--- src/rtl/audio_pkg.sv ---
// Shared constants and types for the APU audio decimation path.
//   REF_CLK_HZ / AUDIO_SAMPLE_RATE : default clock and output rate
//   AUDIO_WINDOW                   : reference cycles per output sample
//   AUDIO_RECIP                    : round(2^24 / window), the scaling multiplier
//   audio_sample_t                 : signed 16-bit audio word
package audio_pkg;

    localparam int REF_CLK_HZ        = 18432000;
    localparam int AUDIO_SAMPLE_RATE = 48000;
    localparam int ACC_W             = 25;
    localparam int RECIP_SHIFT       = 24;

    // Rounded fixed-point reciprocal so the average needs a multiply, not a divide.
    function automatic int calc_recip(input int window);
        return ((1 << RECIP_SHIFT) + window / 2) / window;
    endfunction

    localparam int AUDIO_WINDOW = REF_CLK_HZ / AUDIO_SAMPLE_RATE;
    localparam int AUDIO_RECIP  = calc_recip(AUDIO_WINDOW);

    typedef logic signed [15:0] audio_sample_t;

endpackage

--- src/rtl/audio_sample_fifo.sv ---
// Register-array FIFO for decimated audio words.
//   clk, reset     : clock, asynchronous active-low reset
//   push/push_data : write request and word; dropped when full unless a pop
//                    happens in the same cycle
//   pop            : one-cycle read request; on empty it only flags underflow
//   pop_data       : last word read, changes only on a successful pop
//   level          : registered number of stored words
//   overflow       : one-cycle pulse when a push was dropped
//   underflow      : one-cycle pulse when a pop hit an empty FIFO
module audio_sample_fifo
    import audio_pkg::*;
#(
    parameter int DEPTH = 16,
    localparam int AW = $clog2(DEPTH)
) (
    input  logic          clk,
    input  logic          reset,
    input  logic          push,
    input  audio_sample_t push_data,
    input  logic          pop,
    output audio_sample_t pop_data,
    output logic [AW:0]   level,
    output logic          overflow,
    output logic          underflow
);

    audio_sample_t mem [DEPTH];
    logic [AW-1:0] wr_ptr;
    logic [AW-1:0] rd_ptr;
    logic          full;
    logic          empty;
    logic          pop_ok;
    logic          push_ok;

    assign empty   = (level == '0);
    assign full    = (level == (AW+1)'(DEPTH));
    assign pop_ok  = pop && !empty;
    // A pop in the same cycle frees the slot a full FIFO needs for the push.
    assign push_ok = push && (!full || pop_ok);

    always_ff @(posedge clk or negedge reset) begin
        if (!reset) begin
            wr_ptr    <= '0;
            rd_ptr    <= '0;
            level     <= '0;
            pop_data  <= '0;
            overflow  <= 1'b0;
            underflow <= 1'b0;
        end else begin
            overflow  <= push && !push_ok;
            underflow <= pop && empty;
            if (pop_ok) begin
                pop_data <= mem[rd_ptr];
                rd_ptr   <= rd_ptr + AW'(1);
            end
            if (push_ok) begin
                wr_ptr <= wr_ptr + AW'(1);
            end
            case ({push_ok, pop_ok})
                2'b10:   level <= level + (AW+1)'(1);
                2'b01:   level <= level - (AW+1)'(1);
                default: level <= level;
            endcase
        end
    end

    always_ff @(posedge clk) begin
        if (push_ok) begin
            mem[wr_ptr] <= push_data;
        end
    end

endmodule

--- src/rtl/apu_audio_decimator.sv ---
// Box-car decimator from the APU mixer stream to 48 kHz signed words, with an
// output FIFO read by the codec serializer.
// Optional feature macro: APU_AUDIO_SIGNED_CONV_EN
//   defined   : sample_in MSB is inverted on capture (unsigned -> two's complement)
//   undefined : sample_in is already two's complement and is used as is
// Ports:
//   clk, reset       : system clock, asynchronous active-low reset
//   sample_in        : mixer sample, valid when sample_valid is high
//   sample_valid     : one-cycle capture strobe
//   audio_fifo_rdreq : serializer read request (level; each rising edge pops once)
//   audio_fifo_data  : current output word, updated only by a successful pop
//   fifo_level       : words stored
//   overflow         : pulse when a result is dropped on a full FIFO
//   underflow        : pulse when a pop is attempted on an empty FIFO
module apu_audio_decimator
    import audio_pkg::*;
#(
    parameter int REF_CLK     = REF_CLK_HZ,
    parameter int SAMPLE_RATE = AUDIO_SAMPLE_RATE,
    parameter int DEPTH       = 16
) (
    input  logic                     clk,
    input  logic                     reset,
    input  logic [15:0]              sample_in,
    input  logic                     sample_valid,
    input  logic                     audio_fifo_rdreq,
    output logic [15:0]              audio_fifo_data,
    output logic [$clog2(DEPTH):0]   fifo_level,
    output logic                     overflow,
    output logic                     underflow
);

    localparam int W      = REF_CLK / SAMPLE_RATE;
    localparam int RECIP  = calc_recip(W);
    localparam int WCNT_W = $clog2(W);
    localparam int PROD_W = ACC_W + 18;
    localparam int SW     = PROD_W - RECIP_SHIFT;
    localparam logic [WCNT_W-1:0]  WCNT_LAST = WCNT_W'(W - 1);
    localparam logic signed [SW-1:0] SAT_MAX = SW'(32767);
    localparam logic signed [SW-1:0] SAT_MIN = SW'(-32768);

    audio_sample_t           conv;
    audio_sample_t           cur;
    audio_sample_t           held;
    logic [WCNT_W-1:0]       wcnt;
    logic                    window_end;
    logic signed [ACC_W-1:0] acc;
    logic signed [ACC_W-1:0] acc_next;
    logic signed [ACC_W-1:0] acc_q;
    logic                    acc_vld;
    logic signed [SW-1:0]    scaled;
    audio_sample_t           avg_next;
    audio_sample_t           avg;
    logic                    avg_vld;
    logic                    rdreq_prev;
    logic                    pop_req;
    audio_sample_t           fifo_dout;

`ifdef APU_AUDIO_SIGNED_CONV_EN
    assign conv = {~sample_in[15], sample_in[14:0]};
`else
    assign conv = sample_in;
`endif

    // A strobed sample counts in the very cycle it arrives.
    assign cur        = sample_valid ? conv : held;
    assign acc_next   = acc + ACC_W'(cur);
    assign window_end = (wcnt == WCNT_LAST);

    always_ff @(posedge clk or negedge reset) begin
        if (!reset) begin
            held    <= '0;
            wcnt    <= '0;
            acc     <= '0;
            acc_q   <= '0;
            acc_vld <= 1'b0;
        end else begin
            held    <= cur;
            acc_vld <= window_end;
            if (window_end) begin
                wcnt  <= '0;
                acc   <= '0;
                acc_q <= acc_next;
            end else begin
                wcnt <= wcnt + WCNT_W'(1);
                acc  <= acc_next;
            end
        end
    end

    // Multiply by the rounded reciprocal; the arithmetic shift floors toward -inf.
    assign scaled = SW'((PROD_W'(acc_q) * PROD_W'(RECIP)) >>> RECIP_SHIFT);

    always_comb begin
        avg_next = scaled[15:0];
        if (scaled > SAT_MAX) begin
            avg_next = 16'sh7FFF;
        end else if (scaled < SAT_MIN) begin
            avg_next = 16'sh8000;
        end
    end

    always_ff @(posedge clk or negedge reset) begin
        if (!reset) begin
            avg        <= '0;
            avg_vld    <= 1'b0;
            rdreq_prev <= 1'b0;
            pop_req    <= 1'b0;
        end else begin
            avg_vld    <= acc_vld;
            if (acc_vld) begin
                avg <= avg_next;
            end
            // Registered rising-edge detect: a long request level pops once.
            rdreq_prev <= audio_fifo_rdreq;
            pop_req    <= audio_fifo_rdreq && !rdreq_prev;
        end
    end

    audio_sample_fifo #(
        .DEPTH (DEPTH)
    ) u_fifo (
        .clk       (clk),
        .reset     (reset),
        .push      (avg_vld),
        .push_data (avg),
        .pop       (pop_req),
        .pop_data  (fifo_dout),
        .level     (fifo_level),
        .overflow  (overflow),
        .underflow (underflow)
    );

    assign audio_fifo_data = fifo_dout;

endmodule

--- config.mk ---
export PLATFORM = sky130hd
export DESIGN_NAME = apu_audio_decimator
export DESIGN_NICKNAME = d
export VERILOG_FILES = /design/src/rtl/audio_pkg.sv /design/src/rtl/audio_sample_fifo.sv /design/src/rtl/apu_audio_decimator.sv
export SDC_FILE = /design/constraint.sdc
export NUM_CORES = 1
export LEC_CHECK = 0
export ABC_AREA = 0
export ABC_CLOCK_PERIOD_IN_PS = 6400
export BUFFER_PORTS_ARGS = -buffer_cell sky130_fd_sc_hd__buf_2
export CAP_MARGIN = 25
export CELL_PAD_IN_SITES_DETAIL_PLACEMENT = 2
export CELL_PAD_IN_SITES_GLOBAL_PLACEMENT = 2
export CORE_ASPECT_RATIO = 1.1
export CORE_MARGIN = 5
export CORE_UTILIZATION = 42
export CTS_CLUSTER_DIAMETER = 100
export CTS_CLUSTER_SIZE = 25
export DETAILED_ROUTE_END_ITERATION = 8
export GPL_TIMING_DRIVEN = 0
export PLACE_DENSITY = 0.74
export SLEW_MARGIN = 20
export SYNTH_ARGS = -nofsm -noshare
export SYNTH_HDL_FRONTEND = slang
export SYNTH_SLANG_ARGS = --single-unit
--- constraint.sdc ---
create_clock -name clk -period 6.4 [get_ports clk]
set_clock_uncertainty 0.15 [all_clocks]
set_input_delay 1.92 -clock clk [delete_from_list [all_inputs] [get_ports clk]]
set_output_delay 1.92 -clock clk [all_outputs]
set_load 0.03 [all_outputs]
==> summary.md <==
| Metric | Value |
|---|---|
| Outcome | finished, violations left |
| Failing checks | negative setup slack |
| Final worst path period need | 6.45 ns |
| Yosys cell types | 62 |
| TritonCTS Sinks | 382 |
| Initial antenna violation count | 1 |
| Part of the Yosys area used for sequential elements | 47.0% |
| Finished Layout Cells | 2,583 |
| Vias/cell | 5.28 |
| GRT Total Usage | 20.7% |
| First-pass GRT wire length | 95.1 mm |
| Internal | 3.70 mW |
| Synth Cell Area | 0.0231 sq mm |
| Synth Flop Type | edfxtp_1 |
| Clock Latency Late Sink | 0.55 ns |
| Worst path arrival time | 6.74 ns |
| Yosys Warn Count | 0 |
| Worst Setup SP | acc_q[12] |
| # setup viols final | 13 |
| FF+latch count, synth | 382 |
| Wire length on met2 | 35.6 mm |
| Clk network pwr share | 28.6% |
| Worst path required time | 6.69 ns |
| Worst slew pin tran | 0.996 ns |
| Deepest clock path buffer count | 3 |
| Worst setup SP type | flip-flop |
| Syn_nets | 2,072 |
| Pwr/cell area | 191 mW/mm^2 |
| CP Capture Type | flip-flop |
| Drt wl/cell | 24.4 um |
| F_max | 155 MHz |
| Filler cell count | 5,206 |
| Clock edge transition at the registers on the reported setup and hold paths | 0.10 ns |
| Die ar. | 0.0597 sq mm |
| Cell Rows | 90 |
| Final core utilization | 48.4% |
| Slew margin rel. | 33.6% |
| RSZ-0062 raised after global routing | yes |
| EDFF count, synth | 256 |
| Fin crit share | 101% |
| Post-Place Cells | 2,465 |
| GP Congestion | 0.786 |
| Routed met1 length | 24.4 mm |
| PortBufs | 41 |
| Hold Vio Cnt, Final | 0 |
| Cts hold-fix bufs | 0 |
| R2r setup slk | -0.05 ns |
| Synthesized netlist cell count | 1,675 |
| Sw Pwr | 1.35 mW |
| Detail Route Antenna Nets | 0 |
| Total Nets Final | 2,230 |
| Hold Startpoint | rdreq_prev |
| Die Ht | 256 um |
| Core ar. | 0.0546 sq mm |
| Largest net degree at the start of global routing | 77 |
| N_diodes | 0 |
| Drt first pass iters | 5 |
| Starting density of the core | 42.2% |
| CTS tree | done |
| Fraction of layout cells with a size suffix above 1 | 23.6% |
| Final Slew Violations | 0 |
| Reg2Reg Launch Point | acc_q[12] |
| CP max FO | 4 |
| # IOs | 43 |
| Die width | 233 um |
| Sequential group share of total power | 54.4% |
| Grt ovf | 0 |
| Final wirelength | 63.0 mm |
| Worst Hold Class | reg2reg |
| Synthesized area per cell | 13.8 sq um |
| Combinational Power Share | 16.9% |
| Sw Ratio | 26.7% |
| Ys async rst share | 33.0% |
| Crit Path Category | reg2reg |
| CTS root buf | clkbuf_16 |
| Vias in the first global route | 15,977 |
| VDD IR max | 0.000143 V |
| H-tree levels | 1 |
| Final Worst Setup Slack | -0.0514 ns |
| 1st-iter DRT viols | 666 |
| Total number of vias | 13,651 |
| Hpwl dp | 44.8 mm |
| Max-Cap Viols | 0 |
| Layout area overhead | 14.6% |
| Met3 routed WL | 1.74 mm |
| Inserted Clock Buffers | 20 |
| Top Metal Used | met4 |
| Drt drc | 0 |
| Lkg Pwr | 10.5 nW |
## routing by layer
layer | vias to the layer above | global-route usage (%)
li1 | 6075 | -
met1 | 7261 | 25.0
met2 | 244 | 39.8
met3 | 71 | 2.15
met4 | 0 | 4.23
met5 | - | 0
## worst max-delay path, cell delays in order, from the launching register on
cell and delay [ns]:
dfrtp_2 0.48, buf_6 0.14, ha_4 0.26, inv_2 0.04
fa_1 0.46, fa_1 0.51, inv_1 0.05, fa_1 0.46
fa_1 0.53, inv_2 0.05, fa_1 0.57, inv_2 0.07
ha_4 0.27, and4_1 0.22, nand4_1 0.15, a41o_1 0.33
a211oi_4 0.29, o21ai_2 0.12, or4b_1 0.48, nand2b_1 0.15
a21oi_2 0.09, xnor2_1 0.14, a221o_1 0.33
## kinds of logic (layout without fill, tap and decap cells)
family	Yosys count	after routing	synth area share [%]
flip-flops	382	382	47.0
adder cells (fa/ha/maj)	377	377	26.1
buffers and inverters	362	534	5.94
AND/OR/NAND/NOR	201	201	4.08
AO/OA/AOI/OAI	180	180	5.12
multiplexers	116	116	9.56
XOR/XNOR	57	57	2.23
## cell usage in the layout (no fill, tap or decap), types with 20 or more instances in the layout
master	count
nand2_1	66
mux4_2	80
clkbuf_16	21
dfrtp_1	105
ha_4	26
xor2_1	23
buf_2	41
inv_2	23
mux2_2	33
ha_1	176
edfxtp_1	256
a21o_1	22
o21ai_0	44
clkbuf_1	34
xnor2_1	28
fa_1	154
buf_4	78
dfrtp_2	20
nor2_1	41
inv_1	301
a21oi_1	35
## sequential cells by signal, summed over array words and instances, names as in the netlist, 4 cells and up
name,cells
avg,16
wcnt,9
acc_q,25
u_fifo.wr_ptr,4
u_fifo.pop_data,16
u_fifo.mem,256
acc,25
held,16
u_fifo.rd_ptr,4
u_fifo.level,5
## power groups by stage
stage	Combinational [mW]	Clock, mW	Sequential, mW
final	0.854	1.44	2.75
after global routing	0.987	1.60	2.75
after CTS	0.875	1.49	2.75
after detailed placement	0.866	0	2.80
after global placement	0.812	0	2.80
after floorplan	0.644	0	2.79
## what timing repair did
action	4_1_cts	5_1_grt
pin swaps	31	91
gates resized for setup	78	89
setup buffers	55	25
endpoints found under the setup margin	16	16
gates cloned	0	1
## synth_stat cells, types with 7 or more instances
cell | instances | share of area [%]
xor2_1 | 23 | 0.87
nand2_1 | 71 | 1.2
buf_1 | 11 | 0.18
o21ai_0 | 48 | 1.0
ha_1 | 205 | 11
inv_1 | 325 | 5.3
a21oi_1 | 44 | 0.96
dfrtp_1 | 126 | 14
nor3_1 | 10 | 0.22
nand2b_1 | 9 | 0.24
o21a_1 | 7 | 0.23
nand4_1 | 13 | 0.35
a21o_1 | 22 | 0.72
clkbuf_1 | 22 | 0.36
xnor2_1 | 33 | 1.3
a221o_1 | 14 | 0.61
edfxtp_1 | 256 | 33
fa_1 | 172 | 15
a31oi_1 | 7 | 0.19
mux2_2 | 33 | 1.6
nor2_1 | 56 | 0.91
mux4_2 | 80 | 7.8
## path summary, 6_finish.rpt
kind / end / depth (start not counted)
setup / recovery: avg[12] / 22
hold / removal: pop_req / 1
setup reg to reg: avg[12] / 22
hold reg to reg: pop_req / 1
max in group asynchronous: acc_q[22] / 2
min in group asynchronous: u_fifo.underflow / 1
## layout make-up
class                           count  area, sq um  area share [%]
Buffer                             36          153           0.578
Clock buffer                       33          571            2.16
Tap cell                          736          921            3.48
Clock inverter                      3         55.1           0.208
Timing Repair Buffer              136         1020            3.85
Inverter                          326         1230            4.65
Sequential cell                   382        10900            41.1
Multi-Input combinational cell    931        11600            43.9
## per-stage QoR
stage / hold WS [ns] / worst slack, ns / total power, mW / area (sq um) / TNS, ns
finish: 0.254 / -0.0514 / 5.04 / 26400 / -0.328
floorplan: 0.228 / 0.124 / 3.43 / 23100 / 0
global route: 0.256 / -0.247 / 5.34 / 26400 / -2.85
CTS: 0.253 / 0.000813 / 5.11 / 25800 / 0
detailed placement: 0.238 / -1.21 / 3.66 / 24400 / -17.57
global placement: 0.236 / -0.936 / 3.61 / 24200 / -13.42
(Power assumes the default switching activity.)
